## src/rtl/fifo_rd_stream.sv

```systemverilog
// fifo_rd_stream: turns a registered-read FIFO (r_en/empty, data one cycle later) into a valid/ready stream
// through a 2-entry prefetch buffer; FIFO_RD_STREAM_STATS_EN adds the beat_cnt counter.
module fifo_rd_stream #(
    parameter int DATA_W = 32
) (
    input  logic              r_clk,
    input  logic              r_rst,
    input  logic              fifo_empty,
    output logic              fifo_rd_en,
    input  logic [DATA_W-1:0] fifo_rd_data,
    output logic              m_valid,
    input  logic              m_ready,
    output logic [DATA_W-1:0] m_data
`ifdef FIFO_RD_STREAM_STATS_EN
    ,
    output logic [31:0]       beat_cnt
`endif
);
    logic [DATA_W-1:0] r_buf [2];
    logic              r_head;
    logic              r_tail;
    logic [1:0]        r_count;
    logic              r_inflight;
    logic              w_pop;
    logic [2:0]        w_level;
    assign m_valid = r_count != 2'd0;
    assign m_data  = r_buf[r_head];
    assign w_pop   = m_valid && m_ready;
    // Occupancy after this edge if no new read is issued; a read is only safe while it stays <= 1.
    assign w_level    = {1'b0, r_count} + {2'b0, r_inflight} - {2'b0, w_pop};
    assign fifo_rd_en = !r_rst && !fifo_empty && (w_level <= 3'd1);
    always_ff @(posedge r_clk or posedge r_rst) begin
        if (r_rst) begin
            r_buf[0]   <= '0;
            r_buf[1]   <= '0;
            r_head     <= 1'b0;
            r_tail     <= 1'b0;
            r_count    <= 2'd0;
            r_inflight <= 1'b0;
        end else begin
            r_inflight <= fifo_rd_en;
            if (r_inflight) begin
                r_buf[r_tail] <= fifo_rd_data;
                r_tail        <= ~r_tail;
            end
            if (w_pop)
                r_head <= ~r_head;
            r_count <= r_count + {1'b0, r_inflight} - {1'b0, w_pop};
        end
    end
`ifdef FIFO_RD_STREAM_STATS_EN
    logic [31:0] r_beat_cnt;
    assign beat_cnt = r_beat_cnt;
    always_ff @(posedge r_clk or posedge r_rst) begin
        if (r_rst)
            r_beat_cnt <= 32'd0;
        else
            r_beat_cnt <= r_beat_cnt + {31'd0, w_pop};
    end
`endif
endmodule

```

## config.mk

```make
export PLATFORM = sky130hd
export DESIGN_NAME = fifo_rd_stream
export DESIGN_NICKNAME = d
export VERILOG_FILES = /design/src/rtl/fifo_rd_stream.sv
export SDC_FILE = /design/constraint.sdc
export NUM_CORES = 1
export LEC_CHECK = 0
export BUFFER_PORTS_ARGS = -buffer_cell sky130_fd_sc_hd__buf_2
export CAP_MARGIN = 20
export CORE_ASPECT_RATIO = 0.5
export CORE_MARGIN = 4
export CORE_UTILIZATION = 35
export CTS_CLUSTER_DIAMETER = 200
export CTS_CLUSTER_SIZE = 12
export DETAILED_ROUTE_END_ITERATION = 10
export PLACE_DENSITY = 0.59
export RECOVER_POWER = 50
export SLEW_MARGIN = 5
export SYNTH_ARGS = -nofsm -noshare
export SYNTH_HDL_FRONTEND = slang
export SYNTH_SLANG_ARGS = --single-unit
```

## constraint.sdc

```tcl
create_clock -name r_clk -period 3.5 [get_ports r_clk]
set_input_delay 0.35 -clock r_clk [delete_from_list [all_inputs] [get_ports r_clk]]
set_output_delay 0.35 -clock r_clk [all_outputs]
set_load 0.03 [all_outputs]
```

Word-level counts from Yosys, hierarchy flattened

Index checks and enable logic that the tools add are counted.

Output and inout bits: 34
Word-level logic and storage cells: 31
Bits of input ports: 36
Flip-flop bits (word level): 69

Add/sub/neg operators: 4
Bitwise gates (word level): 4
Multiplexer cells: 6
Order comparisons: 4
Reduce and logical (&&, ||, !) cells: 7

Operators with widths:

| cell                 | number |
|---|---|
| $mux W32             | 4 |
| $bwmux W64           | 1 |
| $demux W32 S1        | 1 |
| $ge A2 B2 Y1 const B | 2 |
| $logic_and A1 B1 Y1  | 4 |
| $not A1 Y2           | 2 |
| $add A2 B1 Y3        | 1 |
| $le A3 B1 Y1 const B | 1 |
| $sub A3 B1 Y3        | 1 |
| $add A2 B1 Y2        | 1 |
| $logic_not A1 Y1     | 2 |
| $lt A2 B1 Y1 const B | 1 |
| $not A1 Y1           | 2 |
| $reduce_bool A2 Y1   | 1 |
| $sub A2 B1 Y2        | 1 |

Longest topological paths before layout

Gate-level depths: netlist of run 1.

Word-level depth: 6
Depth in mapped cells: 7
Depth with buffers taken out: 7

Least setup slack after synthesis of run 1

No wires, ideal clock.

Path type: flip-flop to output port
Start point: reg r_count[1]
End point: out fifo_rd_en
Data required time: 3,150 ps
Setup slack: 616 ps
Stages on the path, launching flop included: 7
Path buffers: 0
Arrival time: 2,534 ps
Cell sequence: dfrtp_1 > o21a_1 > ha_1 > inv_1 > ha_1 > fa_1 > nor4_1

Cells in the longest elaborated chain, start to end: 5
Elaborated cells between the ends (all ways): 6
Those cells by class: add/sub: 2; order compare: 1; reduce/logical: 3

RTL lines:

| item                     | RTL line | source |
|---|---|---|
| start: declaration       | 22       | `logic [1:0] r_count;` |
| start signal: assignment | 48       | `r_count <= r_count + {1'b0, r_inflight} - {1'b0, w_pop};` |
| $reduce_bool A2 Y1       | 26       | `assign m_valid = r_count != 2'd0;` |
| $logic_and A1 B1 Y1      | 28       | `assign w_pop = m_valid && m_ready;` |
| via w_pop                | 24       | `logic w_pop;` |
| $sub A3 B1 Y3            | 30       | `assign w_level = {1'b0, r_count} + {2'b0, r_inflight} - {2'b0, w_pop};` |
| via w_level[1]           | 25       | `logic [2:0] w_level;` |
| $le A3 B1 Y1             | 31       | `assign fifo_rd_en = !r_rst && !fifo_empty && (w_level <= 3'd1);` |
| $logic_and A1 B1 Y1      | 31       |  |
| end: declaration         | 9        | `output logic fifo_rd_en,` |

The timed path passes the listed nets, and every way through them passes these cells.

Final worst setup path of run 1

Start point: reg r_head
End point: out m_data[0]

Cells in the longest elaborated chain, start to end: 4

RTL lines:

| item                                         | RTL line | source |
|---|---|---|
| start: declaration                           | 20       | `logic r_head;` |
| start signal: assignment                     | 47       | `r_head <= ~r_head;` |
| $not A1 Y2 (implied by the code)             | 27       | `assign m_data = r_buf[r_head];` |
| $mux W32 (implied by the code) (3 in series) | 27       |  |
| end: declaration                             | 13       | `output logic [DATA_W-1:0] m_data` |

Every way passes these cells. The select of a mux whose other input is x is not followed.

==> run_summary.xml, run 1 <==
<?xml version="1.0" encoding="UTF-8"?>
<metrics>
  <group name="setup_path">
    <metric name="critPathTopFamily" unit="">buffers and inverters</metric>
    <metric name="startpoint_type" unit="">register</metric>
    <metric name="timing.critical_path.slowest_stage_cell" unit="">sky130_fd_sc_hd__clkbuf_1</metric>
    <metric name="critical_path.startpoint" unit="">r_head$_DFFE_PP0P_</metric>
    <metric name="cp.buffers_inverters" unit="">2</metric>
    <metric name="critical_path.cell_chain" unit="">clkbuf_1 -&gt; mux2_2 -&gt; buf_2</metric>
    <metric name="category_of_the_critical_setup_timing_path" unit="">register to primary output</metric>
    <metric name="worstReg2RegStart" unit="">r_head$_DFFE_PP0P_</metric>
    <metric name="cp_max_fo" unit="">21</metric>
    <metric name="r2r_slack" unit="ps">1330</metric>
    <metric name="r2r_cells" unit="">2</metric>
    <metric name="worst-endpoint-required" unit="ps">3150</metric>
    <metric name="arrival" unit="ps">2700</metric>
    <metric name="crit-reg2reg-capture" unit="">r_head$_DFFE_PP0P_</metric>
    <metric name="setup.worst_path.end_class" unit="">primary output</metric>
    <metric name="highest_cell_delay_on_the_worst_timing_path" unit="ps">1050</metric>
  </group>
  <group name="final_layout">
    <metric name="final_util" unit="%">45.4</metric>
    <metric name="final_layout_size_suffix_gt1_share" unit="%">66.3</metric>
    <metric name="layout_common_cells" unit="">sky130_fd_sc_hd__mux2_2, sky130_fd_sc_hd__dfrtp_1, sky130_fd_sc_hd__buf_2</metric>
    <metric name="finish.cell_count_without_fillers" unit="">382</metric>
    <metric name="antenna_cells" unit="">0</metric>
    <metric name="fillCellCount" unit="">776</metric>
    <metric name="layout_commonest_cell" unit="">sky130_fd_sc_hd__mux2_2</metric>
    <metric name="nets" unit="">304</metric>
    <metric name="synth_to_final_area_change" unit="%">22.5</metric>
  </group>
  <group name="placed_design">
    <metric name="place.detailed.instances" unit="">365</metric>
    <metric name="routability_cong" unit="">0.661</metric>
    <metric name="io_buffers" unit="">69</metric>
    <metric name="dpl.hpwl" unit="mm">4.23</metric>
  </group>
  <group name="yosys">
    <metric name="post_synthesis_sequential_area_ratio" unit="%">56.6</metric>
    <metric name="syn_inst" unit="">192</metric>
    <metric name="ys_seq_elements" unit="">69</metric>
    <metric name="synth_area" unit="um^2">3050</metric>
    <metric name="syn_area_per_cell" unit="um^2">15.9</metric>
    <metric name="synthTopCellsByArea" unit="">sky130_fd_sc_hd__dfrtp_1, sky130_fd_sc_hd__mux2_2, sky130_fd_sc_hd__mux2_4, sky130_fd_sc_hd__buf_6, sky130_fd_sc_hd__ha_1</metric>
    <metric name="synth_top_area_cell" unit="">sky130_fd_sc_hd__dfrtp_1</metric>
    <metric name="netlist.area_leader.share" unit="%">56.6</metric>
    <metric name="synth_cell_types" unit="">17</metric>
    <metric name="synth_warnings" unit="">0</metric>
    <metric name="synth_fp_nets" unit="">231</metric>
  </group>
  <group name="power">
    <metric name="total_leakage_power" unit="uW">0.00172</metric>
    <metric name="p_sw_share" unit="%">38.0</metric>
    <metric name="power_frac_seq" unit="%">33.7</metric>
    <metric name="power.clock.fraction" unit="%">19.0</metric>
    <metric name="power.switching" unit="uW">1630</metric>
    <metric name="post-layout-total-power" unit="uW">4290</metric>
    <metric name="comb_power_share" unit="%">47.2</metric>
    <metric name="power_density_normalized_to_cell_area" unit="nW/um^2">1150</metric>
    <metric name="power.internal" unit="uW">2660</metric>
    <metric name="worst_ir_drop_vdd" unit="mV">0.433</metric>
  </group>
  <group name="die">
    <metric name="pin_count" unit="">70</metric>
    <metric name="core_area" unit="um^2">8230</metric>
    <metric name="die_h" unit="um">74</metric>
    <metric name="dieArea" unit="um^2">10400</metric>
    <metric name="chipWidth" unit="um">140</metric>
    <metric name="effective_utilization_at_floorplan" unit="%">37.0</metric>
    <metric name="floorplan.rows" unit="">23</metric>
  </group>
  <group name="global_routing">
    <metric name="grt_pass1_vias" unit="">2106</metric>
    <metric name="globalRouteTotalUtil" unit="%">12.6</metric>
    <metric name="grt_first_pass_wirelength" unit="mm">10.1</metric>
    <metric name="initial_antenna_violation_count" unit="">0</metric>
    <metric name="global_route.overflow_total" unit="">0</metric>
    <metric name="grt_max_degree" unit="">49</metric>
  </group>
  <group name="route">
    <metric name="routed_wl" unit="mm">6.13</metric>
    <metric name="dr.first_iter.drc_count" unit="">41</metric>
    <metric name="via_per_inst" unit="">4.73</metric>
    <metric name="detail_route.drc_violations" unit="">0</metric>
    <metric name="routed-via-count" unit="">1805</metric>
    <metric name="wl_per_cell" unit="um">16.0</metric>
    <metric name="drtPass1Iterations" unit="">4</metric>
    <metric name="final_antenna_violating_net_count" unit="">0</metric>
  </group>
  <group name="sta">
    <metric name="rsz0062_at_grt" unit="">no</metric>
    <metric name="timing.final.crit_share" unit="%">87.3</metric>
    <metric name="max_freq" unit="MHz">327</metric>
    <metric name="tightest_slew" unit="ps">1460</metric>
    <metric name="slew_viol_final" unit="">0</metric>
    <metric name="post-route-min-period" unit="ps">3050</metric>
    <metric name="setup_total_negative_slack" unit="ps">0</metric>
    <metric name="timing.max_slew.rel_slack" unit="%">2.51</metric>
    <metric name="setup_violations" unit="">0</metric>
    <metric name="finalHoldViolCount" unit="">0</metric>
    <metric name="fin_skew" unit="ps">3.36</metric>
  </group>
  <group name="cts">
    <metric name="cts.path.max_buffers" unit="">2</metric>
    <metric name="post_cts_hold_buffer_count" unit="">0</metric>
    <metric name="cts_post_setup_buffers_inserted" unit="">0</metric>
    <metric name="ctsResizeCount" unit="">0</metric>
    <metric name="clk_root_buffer_cell" unit="">sky130_fd_sc_hd__clkbuf_16</metric>
    <metric name="clock_sinks" unit="">69</metric>
    <metric name="ctsHtreeMaxLevel" unit="">3</metric>
    <metric name="clock_insertion_delay_worst_skew" unit="ps">320</metric>
    <metric name="clkSlewWorstSetupHoldPaths" unit="ps">50</metric>
    <metric name="cts_tree" unit="">yes</metric>
    <metric name="cts_buffers" unit="">9</metric>
  </group>
  <group name="status">
    <metric name="result_of_the_run" unit="">completed</metric>
  </group>
  <group name="run">
    <metric name="max_cap_violations" unit="">0</metric>
  </group>
  <group name="min_path">
    <metric name="min_path_type" unit="">input port to asynchronous set/reset pin</metric>
  </group>
</metrics>
==> worst reg2reg max path: stages (launching register included) <==
cell and delay (ps):
sky130_fd_sc_hd__dfrtp_1 700, sky130_fd_sc_hd__clkbuf_1 1050, sky130_fd_sc_hd__xor2_1 230
==> layout make-up <==
| type | instances | area (um^2) | share of cell area (%) |
|---|---|---|---|
| inverter | 5 | 18.8 | 0.502 |
| multi-input combinational | 107 | 1210 | 32.5 |
| clock buffer | 15 | 268 | 7.17 |
| timing repair buffer | 73 | 363 | 9.71 |
| sequential | 69 | 1730 | 46.2 |
| clock inverter | 1 | 5.00 | 0.134 |
| tap | 112 | 140 | 3.75 |
==> power by group through the flow <==
stage / clock, uW / sequential, uW / combinational (uW)
3_3_place_gp: 0 / 1420 / 2020
4_1_cts: 846 / 1450 / 2070
5_1_grt: 879 / 1500 / 2170
6_report: 816 / 1450 / 2030
2_1_floorplan: 0 / 1360 / 1670
3_5_place_dp: 0 / 1450 / 2070
==> worst max-delay path by stage <==
stage / endpoint / cells past startpoint
after global placement: fifo_rd_en / 7
after global routing: m_data[9] / 3
after detailed placement: fifo_rd_en / 7
after CTS: fifo_rd_en / 7
after floorplan: fifo_rd_en / 6
final: m_data[0] / 3
==> kinds of logic (layout without fill, tap and decap cells) <==
group	count (synthesis)	in the layout	synth area share, %
multiplexers	96	96	36.4
flip-flops	69	69	56.6
AND/OR/NAND/NOR	4	4	0.739
buffers and inverters	16	94	3.61
adder cells (fa/ha/maj)	3	3	1.48
AO/OA/AOI/OAI	1	1	0.246
XOR/XNOR	3	3	0.862
==> routing by layer <==
metal	track usage, %	share of wire, %	wire (um)	vias to the layer above
li1	-	-	-	825
met1	13.3	40	2480	946
met2	23.8	55	3350	30
met3	4.37	3.8	234	4
met4	5.48	1.0	64	0
met5	0	0	0	-
==> synth_stat cells, drive strengths merged <==
library cell	number
buf	11
dfrtp	69
fa	1
ha	2
inv	5
mux2	96
nand2	1
nand2b	1
nor4	1
o21a	1
or2	1
xnor2	1
xor2	2
==> stage by stage <==
step	hold slack, ps	instance area (um^2)	setup WS, ps
2_1_floorplan	452	3050	616
6_report	181	3740	446
3_3_place_gp	468	3470	1080
4_1_cts	179	3740	639
3_5_place_dp	473	3470	1010
5_1_grt	202	3740	262
==> state kept, by name (all words and copies together) (netlist names) <==
signal / count
r_head: 1
r_buf: 64
r_inflight: 1
r_count: 2
r_tail: 1
No activity file was read; power rests on OpenSTA's default activity.
==> inputs of run 2 (changes only) <==
==> constraint.sdc (replaced) <==
create_clock -name r_clk -period 3.7 [get_ports r_clk]
set_input_delay 0.37 -clock r_clk [delete_from_list [all_inputs] [get_ports r_clk]]
set_output_delay 0.37 -clock r_clk [all_outputs]
set_load 0.03 [all_outputs]
==> run_summary.xml, run 2 (synthesis results as in run 1) <==
<?xml version="1.0" encoding="UTF-8"?>
<metrics>
  <group name="cts">
    <metric name="cts_tree" unit="">yes</metric>
    <metric name="ctsResizeCount" unit="">0</metric>
    <metric name="cts_buffers" unit="">9</metric>
    <metric name="clkSlewWorstSetupHoldPaths" unit="ps">50</metric>
    <metric name="post_cts_hold_buffer_count" unit="">0</metric>
    <metric name="cts_post_setup_buffers_inserted" unit="">0</metric>
    <metric name="cts.path.max_buffers" unit="">2</metric>
    <metric name="ctsHtreeMaxLevel" unit="">3</metric>
    <metric name="clock_sinks" unit="">69</metric>
    <metric name="clock_insertion_delay_worst_skew" unit="ps">320</metric>
    <metric name="clk_root_buffer_cell" unit="">sky130_fd_sc_hd__clkbuf_16</metric>
  </group>
  <group name="global_routing">
    <metric name="globalRouteTotalUtil" unit="%">12.3</metric>
    <metric name="grt_pass1_vias" unit="">2036</metric>
    <metric name="grt_max_degree" unit="">41</metric>
    <metric name="grt_first_pass_wirelength" unit="mm">9.78</metric>
    <metric name="initial_antenna_violation_count" unit="">0</metric>
    <metric name="global_route.overflow_total" unit="">0</metric>
  </group>
  <group name="sta">
    <metric name="tightest_slew" unit="ps">1580</metric>
    <metric name="setup_total_negative_slack" unit="ps">0</metric>
    <metric name="post-route-min-period" unit="ps">3070</metric>
    <metric name="rsz0062_at_grt" unit="">no</metric>
    <metric name="fin_skew" unit="ps">3.18</metric>
    <metric name="timing.final.crit_share" unit="%">83.0</metric>
    <metric name="slew_viol_final" unit="">72</metric>
    <metric name="timing.max_slew.rel_slack" unit="%">-5.49</metric>
    <metric name="max_freq" unit="MHz">326</metric>
    <metric name="finalHoldViolCount" unit="">0</metric>
    <metric name="setup_violations" unit="">0</metric>
  </group>
  <group name="setup_path">
    <metric name="startpoint_type" unit="">register</metric>
    <metric name="cp_max_fo" unit="">21</metric>
    <metric name="arrival" unit="ps">2700</metric>
    <metric name="setup.worst_path.end_class" unit="">primary output</metric>
    <metric name="worst-endpoint-required" unit="ps">3330</metric>
    <metric name="category_of_the_critical_setup_timing_path" unit="">register to primary output</metric>
  </group>
  <group name="route">
    <metric name="dr.first_iter.drc_count" unit="">50</metric>
    <metric name="routed_wl" unit="mm">5.98</metric>
    <metric name="via_per_inst" unit="">4.75</metric>
    <metric name="routed-via-count" unit="">1785</metric>
    <metric name="wl_per_cell" unit="um">15.9</metric>
    <metric name="drtPass1Iterations" unit="">4</metric>
    <metric name="detail_route.drc_violations" unit="">0</metric>
    <metric name="final_antenna_violating_net_count" unit="">0</metric>
  </group>
  <group name="die">
    <metric name="dieArea" unit="um^2">10400</metric>
    <metric name="chipWidth" unit="um">140</metric>
    <metric name="die_h" unit="um">74</metric>
    <metric name="core_area" unit="um^2">8230</metric>
    <metric name="effective_utilization_at_floorplan" unit="%">37.0</metric>
    <metric name="pin_count" unit="">70</metric>
    <metric name="floorplan.rows" unit="">23</metric>
  </group>
  <group name="run">
    <metric name="max_cap_violations" unit="">2</metric>
  </group>
  <group name="placed_design">
    <metric name="io_buffers" unit="">69</metric>
    <metric name="dpl.hpwl" unit="mm">4.17</metric>
    <metric name="routability_cong" unit="">0.663</metric>
  </group>
  <group name="final_layout">
    <metric name="synth_to_final_area_change" unit="%">21.4</metric>
    <metric name="register_name_with_the_most_flops" unit="">r_buf</metric>
    <metric name="biggestRegsByFlops" unit="">r_buf (64), r_count (2)</metric>
    <metric name="layout_common_cells" unit="">sky130_fd_sc_hd__mux2_2, sky130_fd_sc_hd__dfrtp_1, sky130_fd_sc_hd__buf_2</metric>
    <metric name="final_layout_size_suffix_gt1_share" unit="%">67.0</metric>
    <metric name="antenna_cells" unit="">0</metric>
    <metric name="nets" unit="">303</metric>
    <metric name="layout_commonest_cell" unit="">sky130_fd_sc_hd__mux2_2</metric>
    <metric name="largest_register_ffs" unit="">64</metric>
    <metric name="fillCellCount" unit="">791</metric>
  </group>
  <group name="power">
    <metric name="power.switching" unit="uW">1520</metric>
    <metric name="comb_power_share" unit="%">47.9</metric>
    <metric name="power.internal" unit="uW">2480</metric>
    <metric name="power_frac_seq" unit="%">34.1</metric>
    <metric name="post-layout-total-power" unit="uW">4000</metric>
    <metric name="p_sw_share" unit="%">38.0</metric>
    <metric name="worst_ir_drop_vdd" unit="mV">0.383</metric>
    <metric name="power_density_normalized_to_cell_area" unit="nW/um^2">1080</metric>
    <metric name="power.clock.fraction" unit="%">18.0</metric>
    <metric name="total_leakage_power" unit="uW">0.00171</metric>
  </group>
  <group name="status">
    <metric name="result_of_the_run" unit="">complete, but fails checks</metric>
    <metric name="violated_checks" unit="">max-capacitance violations, max-slew violations</metric>
  </group>
  <group name="min_path">
    <metric name="min_path_type" unit="">input port to register</metric>
  </group>
</metrics>
-- run 2: area by class of cell --
type | instances | area, um^2 | area share, %
flip-flops and latches | 69 | 1730 | 46.6
multi-input cells | 107 | 1210 | 32.8
repair buffers | 72 | 359 | 9.70
clock buffers | 11 | 243 | 6.56
well taps | 112 | 140 | 3.79
inverters | 5 | 18.8 | 0.507
-- run 2: worst paths after layout --
check | cells after the start | slack (ps) | endpoint | start
max | 3 | 630 | m_data[9] | r_head$_DFFE_PP0P_
min | 2 | 220 | r_inflight$_DFF_PP0_ | fifo_empty
max reg2reg | 2 | 1590 | r_head$_DFFE_PP0P_ | r_head$_DFFE_PP0P_
min reg2reg | 1 | 480 | r_tail$_DFFE_PP0P_ | r_tail$_DFFE_PP0P_
max in group asynchronous | 3 | 1060 | r_buf[13]$_DFFE_PP0P_ | r_rst
min in group asynchronous | 2 | 490 | r_tail$_DFFE_PP0P_ | r_rst
-- run 2: layer usage --
metal	part of all wire, %	track usage [%]	routed length (um)	up-vias
li1	-	-	-	816
met1	40	12.8	2410	934
met2	54	23.4	3220	29
met3	4.7	4.75	278	6
met4	1.2	4.51	70	0
met5	0	0	0	-
-- run 2: power by group through the flow --
stage               registers [uW]  logic [uW]  clock network [uW]
floorplan                     1280        1580                   0
global placement              1340        1910                   0
detailed placement            1380        1940                   0
CTS                           1370        1950                 748
global route                  1420        2040                 774
finish                        1360        1910                 719
-- run 2: through the flow --
stage | util [%] | setup WS [ps] | hold WS [ps] | cell area (um^2) | instances
2_1_floorplan | - | 796 | 452 | 3050 | 192
3_3_place_gp | 42.1 | 1260 | 471 | 3470 | 365
3_5_place_dp | 42.1 | 1180 | 476 | 3470 | 365
4_1_cts | 45.1 | 822 | 207 | 3710 | 376
5_1_grt | 45.0 | 352 | 218 | 3700 | 376
6_report | 45.0 | 629 | 223 | 3700 | 376
-- run 2: worst max-delay path: stages (launching register included) --
cell and delay, ps:
sky130_fd_sc_hd__dfrtp_1 710, sky130_fd_sc_hd__clkbuf_1 1050, sky130_fd_sc_hd__mux2_2 440, sky130_fd_sc_hd__buf_2 180
==> inputs of run 3 (changes only) <==
--- a/config.mk
+++ b/config.mk
@@ -5,6 +5,7 @@
 export SDC_FILE = /design/constraint.sdc
 export NUM_CORES = 1
 export LEC_CHECK = 0
+export ABC_AREA = 1
 export BUFFER_PORTS_ARGS = -buffer_cell sky130_fd_sc_hd__buf_2
 export CAP_MARGIN = 20
 export CORE_ASPECT_RATIO = 0.5
@@ -13,7 +14,7 @@
 export CTS_CLUSTER_DIAMETER = 200
 export CTS_CLUSTER_SIZE = 12
 export DETAILED_ROUTE_END_ITERATION = 10
-export PLACE_DENSITY = 0.59
+export PLACE_DENSITY = 0.58
 export RECOVER_POWER = 50
 export SLEW_MARGIN = 5
 export SYNTH_ARGS = -nofsm -noshare
==> constraint.sdc (replaced) <==
create_clock -name r_clk -period 3.1 [get_ports r_clk]
set_input_delay 0.31 -clock r_clk [delete_from_list [all_inputs] [get_ports r_clk]]
set_output_delay 0.31 -clock r_clk [all_outputs]
set_load 0.03 [all_outputs]
==> run_summary.xml, run 3 <==
<?xml version="1.0" encoding="UTF-8"?>
<metrics>
  <group name="die">
    <metric name="die_h" unit="um">76.9</metric>
    <metric name="core_area" unit="um^2">8980</metric>
    <metric name="chipWidth" unit="um">146</metric>
    <metric name="floorplan.rows" unit="">24</metric>
    <metric name="pin_count" unit="">70</metric>
    <metric name="dieArea" unit="um^2">11200</metric>
    <metric name="effective_utilization_at_floorplan" unit="%">37.1</metric>
  </group>
  <group name="final_layout">
    <metric name="final_layout_size_suffix_gt1_share" unit="%">30.3</metric>
    <metric name="multiInputGateArea" unit="um^2">1200</metric>
    <metric name="area_taken_by_flip_flops_and_latches" unit="um^2">1730</metric>
    <metric name="fillCellCount" unit="">959</metric>
    <metric name="layout_commonest_cell" unit="">sky130_fd_sc_hd__nand2_1</metric>
    <metric name="largest_register_ffs" unit="">64</metric>
    <metric name="layout_common_cells" unit="">sky130_fd_sc_hd__nand2_1, sky130_fd_sc_hd__dfrtp_1, sky130_fd_sc_hd__buf_2</metric>
    <metric name="biggestRegsByFlops" unit="">r_buf (64), r_count (2)</metric>
    <metric name="nets" unit="">475</metric>
    <metric name="register_name_with_the_most_flops" unit="">r_buf</metric>
    <metric name="antenna_cells" unit="">0</metric>
    <metric name="synth_to_final_area_change" unit="%">16.1</metric>
  </group>
  <group name="yosys">
    <metric name="synth_warnings" unit="">0</metric>
    <metric name="netlist.area_leader.share" unit="%">51.9</metric>
    <metric name="synthTopCellsByArea" unit="">sky130_fd_sc_hd__dfrtp_1, sky130_fd_sc_hd__nand2_1, sky130_fd_sc_hd__o21ai_2, sky130_fd_sc_hd__inv_1, sky130_fd_sc_hd__buf_6</metric>
    <metric name="synth_fp_nets" unit="">410</metric>
    <metric name="synth_cell_types" unit="">18</metric>
    <metric name="syn_area_per_cell" unit="um^2">8.97</metric>
    <metric name="ys_seq_elements" unit="">69</metric>
    <metric name="post_synthesis_sequential_area_ratio" unit="%">51.9</metric>
    <metric name="synth-edff-count" unit="">0</metric>
    <metric name="synth_top_area_cell" unit="">sky130_fd_sc_hd__dfrtp_1</metric>
    <metric name="async_set_or_reset_register_ratio_after_synthesis" unit="%">100</metric>
    <metric name="synth_top_flop_cell" unit="">sky130_fd_sc_hd__dfrtp_1</metric>
    <metric name="synth.most_common_cell" unit="">sky130_fd_sc_hd__nand2_1</metric>
    <metric name="synth_area" unit="um^2">3330</metric>
    <metric name="syn_inst" unit="">371</metric>
    <metric name="synth_common_cells" unit="">sky130_fd_sc_hd__nand2_1, sky130_fd_sc_hd__dfrtp_1, sky130_fd_sc_hd__o21ai_2</metric>
  </group>
  <group name="global_routing">
    <metric name="grt_max_degree" unit="">66</metric>
    <metric name="initial_antenna_violation_count" unit="">0</metric>
    <metric name="grt_first_pass_wirelength" unit="mm">11.4</metric>
    <metric name="grt_pass1_vias" unit="">2423</metric>
    <metric name="global_route.overflow_total" unit="">0</metric>
    <metric name="globalRouteTotalUtil" unit="%">12.6</metric>
  </group>
  <group name="cts">
    <metric name="post_cts_hold_buffer_count" unit="">0</metric>
    <metric name="cts_tree" unit="">yes</metric>
    <metric name="clk_root_buffer_cell" unit="">sky130_fd_sc_hd__clkbuf_16</metric>
    <metric name="cts.path.max_buffers" unit="">2</metric>
    <metric name="clock_insertion_delay_worst_skew" unit="ps">320</metric>
    <metric name="ctsResizeCount" unit="">0</metric>
    <metric name="cts_post_setup_buffers_inserted" unit="">0</metric>
    <metric name="cts_buffers" unit="">9</metric>
    <metric name="ctsHtreeMaxLevel" unit="">3</metric>
    <metric name="clkSlewWorstSetupHoldPaths" unit="ps">50</metric>
    <metric name="clock_sinks" unit="">69</metric>
  </group>
  <group name="run">
    <metric name="max_cap_violations" unit="">1</metric>
  </group>
  <group name="status">
    <metric name="result_of_the_run" unit="">complete, but fails checks</metric>
    <metric name="violated_checks" unit="">max-capacitance violations, max-slew violations</metric>
  </group>
  <group name="min_path">
    <metric name="min_path_type" unit="">input port to register</metric>
  </group>
  <group name="setup_path">
    <metric name="setup.worst_path.end_class" unit="">primary output</metric>
    <metric name="critPathTopFamily" unit="">adder cells</metric>
    <metric name="cp_max_fo" unit="">3</metric>
    <metric name="cp.buffers_inverters" unit="">4</metric>
    <metric name="worst-endpoint-required" unit="ps">2790</metric>
    <metric name="arrival" unit="ps">2440</metric>
    <metric name="highest_cell_delay_on_the_worst_timing_path" unit="ps">480</metric>
    <metric name="timing.critical_path.slowest_stage_cell" unit="">sky130_fd_sc_hd__fa_1</metric>
    <metric name="worst_path_most_repeated_cell" unit="">sky130_fd_sc_hd__inv_1</metric>
    <metric name="category_of_the_critical_setup_timing_path" unit="">register to primary output</metric>
    <metric name="startpoint_type" unit="">register</metric>
    <metric name="critical_path.cell_chain" unit="">o21ai_0 -&gt; inv_1 -&gt; ha_1 -&gt; inv_1 -&gt; ha_1 -&gt; fa_1 -&gt; inv_1 -&gt; nand2_1 -&gt; nor2_1 -&gt; buf_2</metric>
  </group>
  <group name="route">
    <metric name="detail_route.drc_violations" unit="">0</metric>
    <metric name="drtPass1Iterations" unit="">4</metric>
    <metric name="dr.first_iter.drc_count" unit="">125</metric>
    <metric name="wl_per_cell" unit="um">12.2</metric>
    <metric name="via_per_inst" unit="">4.28</metric>
    <metric name="routed-via-count" unit="">2381</metric>
    <metric name="final_antenna_violating_net_count" unit="">0</metric>
    <metric name="routed_wl" unit="mm">6.76</metric>
  </group>
  <group name="power">
    <metric name="power_density_normalized_to_cell_area" unit="nW/um^2">1270</metric>
    <metric name="post-layout-total-power" unit="uW">4910</metric>
    <metric name="worst_ir_drop_vdd" unit="mV">0.509</metric>
    <metric name="total_leakage_power" unit="uW">0.00212</metric>
  </group>
  <group name="placed_design">
    <metric name="dpl.hpwl" unit="mm">4.29</metric>
    <metric name="io_buffers" unit="">69</metric>
    <metric name="routability_cong" unit="">0.696</metric>
  </group>
  <group name="sta">
    <metric name="max_freq" unit="MHz">364</metric>
    <metric name="slew_viol_final" unit="">66</metric>
    <metric name="setup_total_negative_slack" unit="ps">0</metric>
    <metric name="fin_skew" unit="ps">5.88</metric>
    <metric name="setup_violations" unit="">0</metric>
    <metric name="timing.final.crit_share" unit="%">88.7</metric>
    <metric name="rsz0062_at_grt" unit="">no</metric>
    <metric name="tightest_slew" unit="ps">1570</metric>
    <metric name="finalHoldViolCount" unit="">0</metric>
    <metric name="timing.max_slew.rel_slack" unit="%">-5.14</metric>
    <metric name="post-route-min-period" unit="ps">2750</metric>
    <metric name="timing.hold.ws" unit="ps">232</metric>
  </group>
</metrics>
[run 3: area by class of cell]
cell class	count	share of cell area, %
inverters	42	4.08
multi-input cells	240	31.2
clock buffers	11	6.02
well taps	117	3.79
clock inverters	3	0.389
repair buffers	74	9.88
flip-flops and latches	69	44.7
[run 3: per-layer routing]
layer	global-route usage, %	wire length [um]	vias up
met3	4.24	301	4
met2	20.6	3220	36
met1	15.9	3200	1084
met4	3.98	46	0
met5	0	0	-
li1	-	-	1257
[run 3: where the power goes]
group | total, uW | leakage (uW) | internal [uW] | switching, uW
clock network | 865 | 0.000125 | 527 | 338
logic | 2420 | 0.00117 | 779 | 1650
registers | 1620 | 0.000821 | 1370 | 244
total | 4910 | 0.00212 | 2680 | 2230
[run 3: metrics by stage]
stage	utilization, %	setup slack (ps)	area, um^2	cells
3_5_place_dp	41.2	701	3690	542
3_3_place_gp	41.2	720	3690	542
5_1_grt	43.0	204	3860	556
2_1_floorplan	-	698	3330	371
4_1_cts	43.9	328	3940	556
6_report	43.0	350	3860	556
[run 3: logic make-up (layout without fill, tap and decap cells)]
family / after synthesis / after routing / synth area share (%)
AOI/OAI and AO/OA: 65 / 65 / 16.0
xor gates and xnor gates: 1 / 1 / 0.263
adders and majority gates: 3 / 3 / 1.35
buffers and inverters: 62 / 130 / 10.5
DFF: 69 / 69 / 51.9
and+or+nand+nor: 171 / 171 / 20.0
[run 3: worst min-delay path: stages]
cell and delay, ps:
sky130_fd_sc_hd__buf_2 70, sky130_fd_sc_hd__nor2_1 30, sky130_fd_sc_hd__nand2_1 40, sky130_fd_sc_hd__nor2_1 50
[run 3: worst paths after layout]
path | to | from | slack, ps | cells after the start
max | fifo_rd_en | r_count[1]$_DFF_PP0_ | 350 | 10
min | r_inflight$_DFF_PP0_ | fifo_empty | 230 | 4
max reg2reg | r_inflight$_DFF_PP0_ | r_count[1]$_DFF_PP0_ | 1120 | 9
min reg2reg | r_buf[55]$_DFFE_PP0P_ | r_buf[55]$_DFFE_PP0P_ | 480 | 2
max in group asynchronous | r_buf[32]$_DFFE_PP0P_ | r_rst | 1100 | 3
min in group asynchronous | r_count[1]$_DFF_PP0_ | r_rst | 400 | 2
